### src/rtl/uart_tx_arbiter.sv
// Round-robin arbiter sharing one UART TX serializer between NREQ byte-stream requesters.
// The grant is held for a whole message (until req_last), with an optional idle timeout.
module uart_tx_arbiter #(
  parameter int unsigned NREQ    = 2,
  parameter int unsigned TIMEOUT = 1024
) (
  input  logic                      clk,
  input  logic                      rst,
  input  logic [NREQ-1:0]           req_valid_i,
  input  logic [8*NREQ-1:0]         req_data_i,
  input  logic [NREQ-1:0]           req_last_i,
  output logic [NREQ-1:0]           req_ready_o,
  output logic                      tx_valid_o,
  output logic [7:0]                tx_data_o,
  input  logic                      tx_ready_i,
  output logic                      grant_valid_o,
  output logic [$clog2(NREQ)-1:0]   grant_id_o,
  output logic                      timeout_pulse_o
);

  localparam int unsigned IdW  = $clog2(NREQ);
  localparam int unsigned CntW = (TIMEOUT > 1) ? $clog2(TIMEOUT) : 1;

  typedef enum logic {
    IDLE   = 1'b0,
    LOCKED = 1'b1
  } state_e;

  state_e          state_q, state_d;
  logic [IdW-1:0]  rr_ptr_q, rr_ptr_d;
  logic [IdW-1:0]  grant_id_q, grant_id_d;
  logic            grant_valid_q, grant_valid_d;
  logic [CntW-1:0] idle_cnt_q, idle_cnt_d;
  logic            timeout_pulse_q, timeout_pulse_d;

  logic [7:0]      req_byte [NREQ];
  logic            win_found;
  logic [IdW-1:0]  win_id;
  logic [IdW-1:0]  cand_id;
  int unsigned     cand;
  logic            g_valid;
  logic            g_last;
  logic            handshake;

  for (genvar gi = 0; gi < NREQ; gi++) begin : g_bytes
    assign req_byte[gi] = req_data_i[8*gi +: 8];
  end

  // First requesting index after rr_ptr, wrapping modulo NREQ.
  always_comb begin
    win_found = 1'b0;
    win_id    = '0;
    cand      = 0;
    cand_id   = '0;
    for (int unsigned k = 1; k <= NREQ; k++) begin
      cand = 32'(rr_ptr_q) + k;
      if (cand >= NREQ) begin
        cand = cand - NREQ;
      end
      cand_id = IdW'(cand);
      if (!win_found && req_valid_i[cand_id]) begin
        win_found = 1'b1;
        win_id    = cand_id;
      end
    end
  end

  assign g_valid   = req_valid_i[grant_id_q];
  assign g_last    = req_last_i[grant_id_q];
  assign handshake = g_valid & tx_ready_i;

  always_ff @(posedge clk or posedge rst) begin
    if (rst) begin
      state_q         <= IDLE;
      rr_ptr_q        <= IdW'(NREQ - 1);
      grant_id_q      <= '0;
      grant_valid_q   <= 1'b0;
      idle_cnt_q      <= '0;
      timeout_pulse_q <= 1'b0;
    end else begin
      state_q         <= state_d;
      rr_ptr_q        <= rr_ptr_d;
      grant_id_q      <= grant_id_d;
      grant_valid_q   <= grant_valid_d;
      idle_cnt_q      <= idle_cnt_d;
      timeout_pulse_q <= timeout_pulse_d;
    end
  end

  // Next-state logic plus the combinational pass-through of the owner's stream.
  always_comb begin
    state_d         = state_q;
    rr_ptr_d        = rr_ptr_q;
    grant_id_d      = grant_id_q;
    grant_valid_d   = grant_valid_q;
    idle_cnt_d      = idle_cnt_q;
    timeout_pulse_d = 1'b0;
    tx_valid_o      = 1'b0;
    tx_data_o       = '0;
    req_ready_o     = '0;

    unique case (state_q)
      IDLE: begin
        if (win_found) begin
          grant_id_d    = win_id;
          grant_valid_d = 1'b1;
          idle_cnt_d    = '0;
          state_d       = LOCKED;
        end
      end
      LOCKED: begin
        tx_valid_o  = g_valid;
        tx_data_o   = req_byte[grant_id_q];
        req_ready_o = NREQ'(tx_ready_i) << grant_id_q;
        if (handshake) begin
          idle_cnt_d = '0;
          if (g_last) begin
            grant_valid_d = 1'b0;
            rr_ptr_d      = grant_id_q;
            state_d       = IDLE;
          end
        end else if (!g_valid) begin
          // A stalled serializer never counts as idle; only a silent owner does.
          if ((TIMEOUT != 0) && (idle_cnt_q == CntW'(TIMEOUT - 1))) begin
            timeout_pulse_d = 1'b1;
            grant_valid_d   = 1'b0;
            rr_ptr_d        = grant_id_q;
            state_d         = IDLE;
          end else begin
            idle_cnt_d = idle_cnt_q + CntW'(1);
          end
        end
      end
      default: state_d = IDLE;
    endcase
  end

  assign grant_valid_o   = grant_valid_q;
  assign grant_id_o      = grant_id_q;
  assign timeout_pulse_o = timeout_pulse_q;

endmodule
### config.mk
export PLATFORM = sky130hd
export DESIGN_NAME = uart_tx_arbiter
export DESIGN_NICKNAME = d
export VERILOG_FILES = /design/src/rtl/uart_tx_arbiter.sv
export SDC_FILE = /design/constraint.sdc
export NUM_CORES = 1
export LEC_CHECK = 0
export CAP_MARGIN = 20
export CORE_MARGIN = 8
export CORE_UTILIZATION = 40
export CTS_BUF_LIST = sky130_fd_sc_hd__clkbuf_8 sky130_fd_sc_hd__clkbuf_16
export CTS_CLUSTER_DIAMETER = 100
export CTS_CLUSTER_SIZE = 28
export DETAILED_ROUTE_END_ITERATION = 6
export PLACE_DENSITY = 0.79
export SLEW_MARGIN = 20
export SYNTH_ARGS = -nofsm -noshare
export SYNTH_HDL_FRONTEND = slang
export SYNTH_SLANG_ARGS = --single-unit
### constraint.sdc
create_clock -name clk -period 4.5 [get_ports clk]
set_clock_uncertainty 0.15 [all_clocks]
set_input_delay 0.9 -clock clk [delete_from_list [all_inputs] [get_ports clk]]
set_output_delay 0.9 -clock clk [all_outputs]
set_load 0.02 [all_outputs]
==> impl_metrics.ini <==
[layout]
fillers = 213
final_nets = 171
antenna_cells = 0
area_growth_pct = 41.4
drive_above_1_share = 0.0959

[drt]
drtPass1Iterations = 4
drc = 0
routedWlPerCell_um = 16.3
vias = 997
postRouteAntennaNets = 0
drt-total-wl_mm = 2.87
drt_iter0_drc = 38
via_per_inst = 5.66

[critical_path]
critical-path-top-delay-family = buffers and inverters
crit_cells = 4
path_class = input pin to output port
cp.required_ns = 3.45
worstSetupStartpointType = input pin
cpMaxStageDelayCell = clkdlybuf4s50_1
critPathBufInv = 2
path_cells = clkdlybuf4s50_1 -> mux2i_4 -> nor2_1 -> clkdlybuf4s50_1
arrival_ns = 2.39
slowest_delay_ns = 0.62
path_max_fanout = 7
cp_common_cell = clkdlybuf4s50_1
endpoint_kind = output port
rr_worst_depth = 4

[sta]
slew_headroom = 0.530
finalHoldViolCount = 0
setup-violations-final = 0
worst-slew-pin-transition_ns = 0.705
finalCritPeriodShare = 0.764
fin_crit_ns = 3.44
rsz0062_at_grt = no
fmax_ghz = 0.291
holdWs_ns = 0.386
fin_setup_tns_ns = 0
finalMaxSlewViolations = 0

[run]
cap_violations = 0

[yosys]
synth_commonest_cells = dfrtp_1 (14), nor2_1 (12), mux2i_1 (8), nand2_1 (8)
ys_top_cells_by_area = dfrtp_1 (35%), mux2i_1 (8.0%), nor2_1 (4.5%)
synth_top_area_frac = 0.349
yosysSeqAreaShare = 0.375
synth_area_um2 = 1000
synth_seq_cells = 15
avgSynthCellArea_um2 = 9.04
yosys_warnings = 0
synth_cells = 111
yosysMostFrequentCell = dfrtp_1
async_flop_share = 1.00
synth_top_cell_by_area = dfrtp_1
ys.flop_type = dfrtp_1
synth_edf_count = 0
synth_fp_nets = 135
synth_cell_types = 44

[die]
ios = 37
die_width_um = 66.1
start_util = 0.413
die_area_um2 = 4370
design.core.area_um2 = 2430
row_count = 18
die_y_um = 66.1

[clock_tree]
cts_sinks = 15
cts-htree-levels = 1
numCtsBuffers = 3
post_cts_buffers = 0
cts_buffer_depth = 2
ctsHoldBuffers = 0
cts-resized-gates = 0
cts.clk_slew.worst_paths_ns = 0.06
clock_latency_ns = 0.25
cts_tree = built
cts_root_buf = clkbuf_8

[grt]
grt_pass1_vias = 972
antenna_found_initial = 0
grtUsageTotal = 0.129
grt_remaining_overflow = 0
grt_max_degree = 17
grt_pass1_wl_mm = 4.51

[power]
ir_worst_vdd_mv = 0.296
power_density_nw_per_um2 = 486
p_leak_nw = 0.586

[min_path]
whs_path_depth = 1
hold_path.class = flip-flop to flip-flop

[placement]
dp_hpwl_mm = 2.29
io_buffer_count = 36
gp_congestion = 0.904

[status]
status = complete, no violations
[registers in the layout (all words and copies together), names as in the netlist]
name,count
timeout_pulse_o,1
state_q,1
idle_cnt_q,10
grant_id_o,1
grant_valid_o,1
rr_ptr_q,1
[power breakdown]
group / switching, W / internal, W
Clock: 0.0000489 / 0.0000614
Combinational: 0.000167 / 0.000177
Sequential: 0.0000653 / 0.000169
Total: 0.000281 / 0.000408
[metrics by stage]
step | cell area [µm²] | util | power [W] | cells | setup slack (ns)
final | 1420 | 0.583 | 0.000689 | 176 | 1.06
after global routing | 1420 | 0.583 | 0.000731 | 176 | 0.987
after CTS | 1420 | 0.583 | 0.000692 | 176 | 1.06
after detailed placement | 1370 | 0.564 | 0.000582 | 172 | 1.07
after global placement | 1370 | 0.564 | 0.000573 | 172 | 1.09
after floorplan | 1000 | - | 0.000445 | 111 | 2.05
[kinds of logic (layout without fill, tap and decap cells)]
kind of cell / count (synthesis) / count (layout) / share of synthesized area
AOI/OAI and AO/OA: 30 / 30 / 0.212
muxes: 10 / 10 / 0.113
xor gates and xnor gates: 1 / 1 / 0.00873
DFF: 15 / 15 / 0.375
and+or+nand+nor: 43 / 43 / 0.227
adders and majority gates: 1 / 1 / 0.0125
buffers and inverters: 11 / 46 / 0.0511
[routing by layer]
layer	up-vias	share of wire	GRT usage	wire, µm
met5	-	0	0	0
met1	493	0.41	0.149	1180
met4	0	0.0066	0.0320	19
met2	18	0.55	0.230	1580
met3	2	0.030	0.0322	86
li1	484	-	-	-
[path summary, 6_finish.rpt]
path	from	end	slack, ns
worst max register to register	grant_id_o$_DFFE_PP0P_	idle_cnt_q[3]$_DFFE_PP0P_	2.15
worst max-delay path	req_valid_i[0]	tx_valid_o	1.06
max in group asynchronous	rst	idle_cnt_q[8]$_DFFE_PP0P_	2.96
worst min-delay path	grant_valid_o$_DFFE_PP0P_	grant_valid_o$_DFFE_PP0P_	0.39
min in group asynchronous	rst	idle_cnt_q[2]$_DFFE_PP0P_	0.85
worst min register to register	grant_valid_o$_DFFE_PP0P_	grant_valid_o$_DFFE_PP0P_	0.39
[cell usage in the layout, fill, tap and decap left out, drive strengths merged]
master	synthesis	layout
a21oi	5	5
a221o	1	1
a22o	2	2
a22oi	1	1
a31o	2	2
a31oi	3	3
a32o	1	1
a41oi	1	1
and2	2	2
and3	1	1
and4	1	1
clkbuf	1	3
clkdlybuf4s50	0	36
clkinv	0	1
dfrtp	14	14
dfstp	1	1
ha	1	1
inv	6	6
mux2	1	1
mux2i	9	9
nand2	8	8
nand2b	1	1
nand3	6	6
nand4	3	3
nand4b	1	1
nor2	13	13
nor3	4	4
nor4	1	1
o21a	2	2
o21ai	6	6
o22ai	1	1
o2bb2ai	1	1
o311ai	1	1
o31a	2	2
o31ai	1	1
or3	2	2
xnor2	1	1
[final cells by class]
class,count,area (µm²),area share
tap,30,37.5,0.0265
sequential,15,377,0.265
clock buffer,3,41.3,0.0291
inverter,6,22.5,0.0159
timing repair buffer,36,360,0.254
multi-input combinational,85,576,0.406
clock inverter,1,5.00,0.00353
[worst reg2reg max path, delay by kind of cell (launching register included)]
family / cells / cell delay [ns]
AOI/OAI and AO/OA: 3 / 0.85
DFF: 1 / 0.80
muxes: 1 / 0.43
(Power assumes the default switching activity.)
